--- src/rtl/cla_byte_serial_ctrl.sv ---
// cla_byte_serial_ctrl
//   Sequences a W = 8*NBYTES bit addition through one shared external 8-bit CLA.
//   It handles one byte per cycle, least-significant byte first. The carry is held
//   in a register between bytes.
//
// Optional feature (macro CLA_SEQ_SUB_EN):
//   Adds the `sub` input, which requests S = A - B.
//   Also adds the `ovf` output, the signed overflow of the W-bit result.
//
// Ports:
//   clk, rst          rising-edge clock, synchronous active-high reset
//   start             request, sampled only in IDLE
//   A, B, Cin         operands, captured when start is accepted
//   busy              high in RUN and DONE
//   done              one-cycle pulse, S/Cout valid
//   S, Cout           registered result, held until the next accepted start
//   cla_A/B/Cin       byte operands to the external CLA (zero outside RUN)
//   cla_S, cla_Cout   combinational return from the external CLA
//   sub, ovf          subtract request / signed overflow (CLA_SEQ_SUB_EN only)
module cla_byte_serial_ctrl #(
    parameter int unsigned NBYTES = 4
) (
    input  logic                  clk,
    input  logic                  rst,
    input  logic                  start,
    input  logic [8*NBYTES-1:0]   A,
    input  logic [8*NBYTES-1:0]   B,
    input  logic                  Cin,
    output logic                  busy,
    output logic                  done,
    output logic [8*NBYTES-1:0]   S,
    output logic                  Cout,
    output logic [7:0]            cla_A,
    output logic [7:0]            cla_B,
    output logic                  cla_Cin,
    input  logic [7:0]            cla_S,
    input  logic                  cla_Cout
`ifdef CLA_SEQ_SUB_EN
    ,
    input  logic                  sub,
    output logic                  ovf
`endif
);

    localparam int unsigned W    = 8 * NBYTES;
    localparam int unsigned IW   = (NBYTES > 1) ? $clog2(NBYTES) : 1;
    localparam logic [IW-1:0] LAST = IW'(NBYTES - 1);

    typedef enum logic [1:0] {
        IDLE = 2'd0,
        RUN  = 2'd1,
        DONE = 2'd2
    } state_t;

    state_t          state;
    logic [IW-1:0]   idx;
    logic [W-1:0]    a_r;
    logic [W-1:0]    b_r;
    logic            carry_r;
    logic [IW+2:0]   lo;

    // Bit offset of the current byte slice
    assign lo = {idx, 3'b000};

    // CLA operand drive; quiet outside RUN
    always_comb begin
        cla_A   = '0;
        cla_B   = '0;
        cla_Cin = 1'b0;
        if (state == RUN) begin
            cla_A   = a_r[lo +: 8];
            cla_B   = b_r[lo +: 8];
            cla_Cin = carry_r;
        end
    end

    // Sequencer state, operand capture and result accumulation
    always_ff @(posedge clk) begin
        if (rst) begin
            state   <= IDLE;
            idx     <= '0;
            a_r     <= '0;
            b_r     <= '0;
            carry_r <= 1'b0;
            S       <= '0;
            Cout    <= 1'b0;
            busy    <= 1'b0;
            done    <= 1'b0;
`ifdef CLA_SEQ_SUB_EN
            ovf     <= 1'b0;
`endif
        end else begin
            case (state)
                IDLE: begin
                    if (start) begin
                        a_r <= A;
`ifdef CLA_SEQ_SUB_EN
                        // Two's-complement subtract: invert B and force the carry-in
                        b_r     <= sub ? ~B : B;
                        carry_r <= sub ? 1'b1 : Cin;
`else
                        b_r     <= B;
                        carry_r <= Cin;
`endif
                        idx   <= '0;
                        busy  <= 1'b1;
                        state <= RUN;
                    end
                end
                RUN: begin
                    S[lo +: 8] <= cla_S;
                    carry_r    <= cla_Cout;
                    if (idx == LAST) begin
                        Cout  <= cla_Cout;
`ifdef CLA_SEQ_SUB_EN
                        // Overflow: both operand signs equal but the result sign differs
                        ovf   <= (a_r[W-1] ~^ b_r[W-1]) & (cla_S[7] ^ a_r[W-1]);
`endif
                        done  <= 1'b1;
                        state <= DONE;
                    end else begin
                        idx <= idx + IW'(1);
                    end
                end
                DONE: begin
                    done  <= 1'b0;
                    busy  <= 1'b0;
                    state <= IDLE;
                end
                default: begin
                    state <= IDLE;
                end
            endcase
        end
    end

endmodule

--- config.mk ---
export PLATFORM = sky130hd
export DESIGN_NAME = cla_byte_serial_ctrl
export DESIGN_NICKNAME = d
export VERILOG_FILES = /design/src/rtl/cla_byte_serial_ctrl.sv
export SDC_FILE = /design/constraint.sdc
export NUM_CORES = 1
export LEC_CHECK = 0
export ABC_AREA = 1
export CAP_MARGIN = 20
export CORE_MARGIN = 1.5
export CORE_UTILIZATION = 48
export CTS_CLUSTER_SIZE = 20
export DETAILED_ROUTE_END_ITERATION = 8
export PLACE_DENSITY = 0.8
export REMOVE_ABC_BUFFERS = 1
export SKIP_CTS_REPAIR_TIMING = 1
export SLEW_MARGIN = 10
export SYNTH_ARGS = -nofsm -noshare
export SYNTH_HDL_FRONTEND = slang
export SYNTH_SLANG_ARGS = --single-unit
--- constraint.sdc ---
create_clock -name clk -period 2.49 [get_ports clk]
set_input_delay 0.498 -clock clk [delete_from_list [all_inputs] [get_ports clk]]
set_output_delay 0.498 -clock clk [all_outputs]
set_load 0.05 [all_outputs]
Word level (Yosys, flattened, before mapping)
Index checks and enable logic that the tools add are counted.

Add/sub/neg operators: 2. $mul: 0. Div/mod/pow operators: 0. $lt $le $gt $ge: 0. Eq/ne operators: 6. Shifts and indexed selects: 4. Muxes and demuxes: 16. Bitwise operators: 0. Reduce and logical (&&, ||, !) cells: 11.

Operators with widths (count): $shiftx 32x6->8 (2); $bwmux 32 (1); $shift 8x7->32 const A (1); $shiftx 8x7->32 (1); $mux 8 (2); $reduce_and 2->1 (6); $mux 2 (4); $pmux 2 s2 (2); $neg 5->7 (1); $pmux 1 s2 (3); $reduce_bool 2->1 (3); $eq 2x2->1 const B (2); $mux 1 (4); $ne 2x2->1 const B (2); $reduce_and 3->1 (1); $add 2x1->2 const B (1); $eq 2x1->1 const B (1); $logic_not 2->1 (1); $ne 2x1->1 const B (1).

Flip-flop bits (word level): 104. Latch bits: 0. Bits in writable memories: 0. Memory bits (read-only): 0. Bits of input ports: 77. Output and inout bits: 52. Logic and storage cells: 48. Memories kept: 0.

Logic depth before layout (Yosys ltp)
Gate-level depths: netlist of run 1.

Word-level depth: 3. Mapped depth: 11.

Worst setup path before layout of run 1
No wires, ideal clock.

Path type: register to output. From: register idx[1]. To: output cla_B[5]. Arrival: 1.723 ns. Path slack: 0.269 ns. Cell stages (with the launch flop): 7. Path buffers: 2. Cell sequence: dfxtp_1 -> buf_2 -> inv_2 -> buf_2 -> nor2_1 -> o21ai_0 -> a21oi_1.

Word-level cells in the longest chain between the ends: 2.

RTL lines: start, declared (line 56) `logic [IW-1:0] idx;`; start signal, assigned (line 122) `idx <= idx + IW'(1);`; $shiftx 32x6->8 (line 72) `cla_B = b_r[lo +: 8];`; $mux 8 (line 70) `if (state == RUN) begin`; end, declared (line 34) `output logic [7:0] cla_B,`.

Every way passes these cells.

Worst setup path in the final report of run 1
From: register idx[0]. To: output cla_A[7].

Word-level cells in the longest chain between the ends: 2.

RTL lines: $shiftx 32x6->8 (line 71) `cla_A = a_r[lo +: 8];`; $mux 8 (line 70); end, declared (line 33) `output logic [7:0] cla_A,`.

Every way passes these cells.

==> results of run 1 <==
-- where the power goes --
part / leakage, nW / internal [mW] / total, mW / switching (mW)
logic: 1.51 / 0.378 / 0.907 / 0.529
clock network: 0.0998 / 0.498 / 1.08 / 0.583
registers: 0.856 / 1.77 / 1.82 / 0.0526
total: 2.46 / 2.64 / 3.81 / 1.16
-- cells by family after synthesis --
logic type | count (synthesis) | share of synthesized area
buffers and inverters | 80 | 0.0924
AO/OA/AOI/OAI | 152 | 0.163
flip-flops | 104 | 0.447
AND/OR/NAND/NOR | 324 | 0.281
adder cells (fa/ha/maj) | 6 | 0.0161
-- registers in the layout, indices dropped and copies added, names as in the netlist --
name,count
busy,1
idx,2
S,32
carry_r,1
state,2
a_r,32
Cout,1
done,1
b_r,32
-- worst reg2reg max path: cells and delay by family (launching register included) --
kind	cells	cell delay [ns]
fa+ha+maj	1	0.23
flops	1	0.35
buf+inv	3	0.74
simple gates	3	0.51
compound gates	1	0.14
-- synthesized netlist by cell type (all sizes together) --
library cell	instances
ha	6
o21ai	91
nand3	7
dfxtp	104
nand2	104
inv	39
nor2	206
a21oi	61
buf	34
nor3	6
clkbuf	7
or2	1
-- cell usage in the layout, fill, tap and decap left out --
master	netlist	routed
bufinv_16	0	1
clkbuf_8	0	10
nand2_4	0	1
or2_2	1	1
dfxtp_1	104	102
dfxtp_2	0	2
inv_1	34	34
inv_6	0	3
nor3_1	6	6
nor2_4	4	4
buf_4	3	6
nand3_1	4	4
nor2_1	202	202
clkinvlp_4	0	1
ha_1	6	6
nand2_1	102	102
a21oi_1	61	61
nand3_4	3	3
buf_12	0	20
nand2_2	2	1
o21ai_0	24	24
o21ai_1	67	67
inv_2	5	5
clkdlybuf4s50_1	0	111
-- final cells by class --
type,count,area (sq um)
repair buffers,137,1560
clock buffers,10,138
clock inverters,5,63.8
multi-input cells,482,2150
well taps,129,161
flip-flops and latches,104,2080
inverters,39,146
fillers,795,3030
-- per-stage QoR --
| step | hold WS, ns | std cells | total power, mW | cell area [sq um] | setup TNS, ns |
|---|---|---|---|---|---|
| after detailed placement | 0.445 | 891 | 2.76 | 6090 | 0 |
| after floorplan | 0.431 | 625 | 2.36 | 4370 | -13.93 |
| final | 0.458 | 906 | 3.81 | 6300 | 0 |
| after CTS | 0.460 | 906 | 3.83 | 6290 | -0.874 |
| after global placement | 0.437 | 891 | 2.74 | 6090 | 0 |
| after global routing | 0.481 | 906 | 3.99 | 6300 | 0 |
-- worst max path at each step --
stage | end | slack [ns] | depth (start not counted)
2_1_floorplan | S[10] | -0.41 | 7
3_3_place_gp | cla_A[1] | 0.44 | 3
3_5_place_dp | cla_A[6] | 0.36 | 3
4_1_cts | cla_A[6] | -0.09 | 3
5_1_grt | cla_A[5] | 0.05 | 5
6_report | cla_A[7] | 0.20 | 5
-- layer usage --
layer	track usage	up-vias	wire, um
li1	-	2316	-
met1	0.301	1991	4930
met2	0.387	160	5560
met3	0.0504	8	963
met4	0.0791	0	84
met5	0	-	0
==> results.py, run 1 <==
metrics = {
    "cts": {
        "cts_sinks": 104,
        "cts.htree.levels": 3,
        "clock_path_buffers": 2,
        "cts-buffers-inserted": 9,
        "clk_latency_ns": 0.37,
        "clockRootBuffer": "clkbuf_8",
        "clkTransAtPathRegs_ns": 0.09,
        "cts_tree": "yes",
    },
    "logic_synthesis": {
        "yosysTopAreaCellShare": 0.447,
        "ys_seq_elements": 104,
        "yosysWarnings": 0,
        "synthCells": 666,
        "synth_seq_area_share": 0.447,
        "synth_area_leaders": "dfxtp_1 (45%), nor2_1 (16%), nand2_1 (8.2%)",
        "yosysTopAreaCell": "dfxtp_1",
        "netlist-cell-type-count": 21,
        "syn-cell-area_sq_um": 4660,
        "synth_area_per_cell_sq_um": 6.99,
    },
    "cells_and_area": {
        "layout-drive-gt1-share": 0.0746,
        "finalCoreUtilization": 0.675,
        "num_antenna_cells": 0,
        "syn2layout_area_growth_pct": 35.3,
        "fin_nets": 856,
    },
    "timing": {
        "drv_slew": 0,
        "setup_viol": 0,
        "fmax_mhz": 436,
        "finalCriticalPeriod_ns": 2.29,
        "tightestPinTransition_ns": 0.507,
        "post-route-period-util": 0.921,
        "rsz0062_at_grt": "no",
        "fin_ws_ns": 0.197,
        "finClkSkew_ns": 0.0100,
        "slew_headroom": 0.661,
        "hold_viol": 0,
    },
    "hold_path": {
        "hold_path_startpoint": "b_r[13]",
        "worstHoldPathCells": 2,
        "whs_endpoint": "b_r[13]",
        "hp-class": "flop to flop",
    },
    "critical_path": {
        "cp-start-kind": "flop",
        "path_max_fanout": 12,
        "cpLargestDelayFamily": "buffers and inverters",
        "critPathKind": "flop to output pin",
        "path_cells": "inv_1 > buf_4 > o21ai_0 > a21oi_1 > buf_12",
        "timing.rr.end": "S[28]",
        "critPathLaunch": "idx[0]",
        "r2r_cells": 8,
        "critPathBufInv": 3,
        "critPathRequiredTime_ns": 1.99,
        "endpoint_kind": "output pin",
        "crit_slowest_cell": "dfxtp_2",
        "rrSetupSlack_ns": 0.46,
        "slowest_delay_ns": 0.34,
        "arrival_ns": 1.79,
        "reg2reg_from": "idx[0]",
    },
    "floorplan": {
        "core-area_sq_um": 9330,
        "initial_core_util": 0.499,
        "die_h_um": 101,
        "dieArea_sq_um": 10300,
        "die_w_um": 101,
        "pin_count": 129,
        "row_count": 35,
    },
    "global_routing": {
        "overflow": 0,
        "grt_pass1_wl_mm": 19.1,
        "antenna_found_initial": 0,
        "grt_pass1_vias": 4280,
        "grtUsageTotal": 0.233,
        "grt_max_degree": 55,
    },
    "drt": {
        "wirelength_mm": 11.5,
        "dr.pass1.iters": 5,
        "ant_nets": 0,
        "first_iter_violations": 173,
        "wire_per_inst_um": 12.7,
        "via_per_inst": 4.94,
        "remaining_drc_errors": 0,
        "vias": 4475,
    },
    "flow_run": {
        "maxCapViolations": 0,
    },
    "placement": {
        "pre_cts_slack_ns": 0.356,
        "port_buffers": 128,
        "dp_hpwl_mm": 8.17,
        "place_congestion": 0.837,
    },
    "pwr": {
        "powerDensity_nw_per_um2": 605,
        "p_leak_nw": 2.46,
        "vdd_drop_max_uv": 310,
    },
    "run_status": {
        "status": "finished, final reports clean",
    },
}
No activity file was read; power rests on OpenSTA's default activity.
==> run 2: changes to the inputs <==
--- a/config.mk
+++ b/config.mk
@@ -7,7 +7,7 @@
 export LEC_CHECK = 0
 export ABC_AREA = 1
 export CAP_MARGIN = 20
-export CORE_MARGIN = 1.5
+export CORE_MARGIN = 2
 export CORE_UTILIZATION = 48
 export CTS_CLUSTER_SIZE = 20
 export DETAILED_ROUTE_END_ITERATION = 8
==> constraint.sdc (replaced) <==
create_clock -name clk -period 2.49 [get_ports clk]
set_input_delay 0.498 -clock clk [delete_from_list [all_inputs] [get_ports clk]]
set_output_delay 0.498 -clock clk [all_outputs]
set_load 0.02 [all_outputs]
==> run 2 against run 1 <==
Compared with the run above: core utilization down 1.2 points; combinational power down 15%; maximum frequency down 4.4%; setup slack worse by 0.11 ns; register-to-register slack better by 0.13 ns; wire length down 0.17%; global-route usage down 1.1 points; non-clock buffer count up 5; critical path type unchanged; highest routed layer unchanged.
==> results.py, run 2 (same netlist as run 1, synthesis figures left out) <==
metrics = {
    "global_routing": {
        "antenna_found_initial": 0,
        "overflow": 0,
        "grt_pass1_vias": 4130,
        "grt_pass1_wl_mm": 18.5,
        "grt_max_degree": 60,
        "grtUsageTotal": 0.222,
    },
    "cts": {
        "clkTransAtPathRegs_ns": 0.10,
        "cts.htree.levels": 3,
        "clock_path_buffers": 2,
        "cts_tree": "yes",
        "cts_sinks": 104,
        "cts-buffers-inserted": 9,
        "clockRootBuffer": "clkbuf_8",
        "clk_latency_ns": 0.36,
    },
    "pwr": {
        "vdd_drop_max_uv": 267,
        "powerDensity_nw_per_um2": 577,
        "p_leak_nw": 2.66,
    },
    "placement": {
        "pre_cts_slack_ns": 0.315,
        "place_congestion": 0.843,
        "placed_area_sq_um": 5960,
        "dp_hpwl_mm": 8.26,
        "port_buffers": 128,
    },
    "run_status": {
        "status": "finished, final reports clean",
    },
    "floorplan": {
        "pin_count": 129,
        "die_w_um": 102,
        "core-area_sq_um": 9330,
        "dieArea_sq_um": 10500,
        "row_count": 35,
        "initial_core_util": 0.499,
        "die_h_um": 102,
    },
    "timing": {
        "finClkSkew_ns": 0.0110,
        "fin_ws_ns": 0.0917,
        "hold_slack_ns": 0.460,
        "setup_viol": 0,
        "slew_headroom": 0.644,
        "post-route-period-util": 0.963,
        "fmax_mhz": 417,
        "finalCriticalPeriod_ns": 2.40,
        "hold_viol": 0,
        "tightestPinTransition_ns": 0.533,
        "finalSetupTns_ns": 0,
        "drv_slew": 0,
        "rsz0062_at_grt": "no",
    },
    "drt": {
        "ant_nets": 0,
        "vias": 4520,
        "remaining_drc_errors": 0,
        "dr.pass1.iters": 5,
        "wire_per_inst_um": 12.6,
        "via_per_inst": 4.96,
        "first_iter_violations": 162,
        "wirelength_mm": 11.5,
    },
    "cells_and_area": {
        "fin_nets": 861,
        "num_antenna_cells": 0,
        "mostFrequentLayoutCell": "nor2_1",
        "final_cell_mix": "nor2_1 (202), clkdlybuf4s50_1 (112), dfxtp_1 (103)",
        "design_area_sq_um": 6190,
        "top_regs": "S x32, a_r x32, b_r x32",
        "syn2layout_area_growth_pct": 32.9,
        "layout-drive-gt1-share": 0.0587,
        "finalCoreUtilization": 0.663,
    },
    "critical_path": {
        "rrSetupSlack_ns": 0.59,
        "critPathKind": "flop to output pin",
        "path_max_fanout": 11,
        "cp-start-kind": "flop",
        "endpoint_kind": "output pin",
        "arrival_ns": 1.90,
        "critPathRequiredTime_ns": 1.99,
    },
    "hold_path": {
        "hp-class": "flop to flop",
    },
    "flow_run": {
        "maxCapViolations": 0,
    },
}
==> run 2: final timing paths <==
check                               end  cells after the start  startpoint
worst max-delay path            cla_Cin                      5    state[1]
worst min register to register  a_r[14]                      2     a_r[14]
worst max register to register    S[11]                      8      idx[0]
worst min-delay path            a_r[14]                      2     a_r[14]
==> run 2: area by class of cell <==
class | count | area [sq um]
tap | 129 | 161
fill | 822 | 3140
sequential | 104 | 2080
inverter | 39 | 149
clock buffer | 10 | 138
clock inverter | 6 | 45.0
multi-input combinational | 482 | 2140
timing repair buffer | 142 | 1470
==> run 2: routing by layer <==
layer	vias up	global-route usage	routed length, um	part of all wire
met1	2024	0.295	5120	0.44
met4	0	0.0605	114	0.0099
met5	-	0	0	0
li1	2322	-	-	-
met2	164	0.378	5460	0.47
met3	10	0.0308	831	0.072
==> run 2: power breakdown <==
group | internal, mW | switching (mW)
logic | 0.341 | 0.434
clock network | 0.393 | 0.586
registers | 1.77 | 0.0487
total | 2.50 | 1.07
==> run 2: through the flow <==
stage                     instances  power (mW)
after CTS                       912        3.59
after global routing            912        3.75
final                           912        3.57
after floorplan                 625        2.28
after global placement          896        2.61
after detailed placement        896        2.63
==> run 2: critical path, stage by stage, from the launching register on <==
cell	delay, ns
dfxtp_1	0.37
inv_2	0.19
nand2_2	0.07
buf_4	0.19
nor2_1	0.09
clkdlybuf4s50_1	0.62
==> run 3: changes to the inputs <==
--- a/config.mk
+++ b/config.mk
@@ -14,6 +14,7 @@
 export PLACE_DENSITY = 0.8
 export REMOVE_ABC_BUFFERS = 1
 export SKIP_CTS_REPAIR_TIMING = 1
+export SKIP_LAST_GASP = 1
 export SLEW_MARGIN = 10
 export SYNTH_ARGS = -nofsm -noshare
 export SYNTH_HDL_FRONTEND = slang
==> results of run 3 <==
Same layout as run 2: the final DEF is identical, and so are final timing and power.
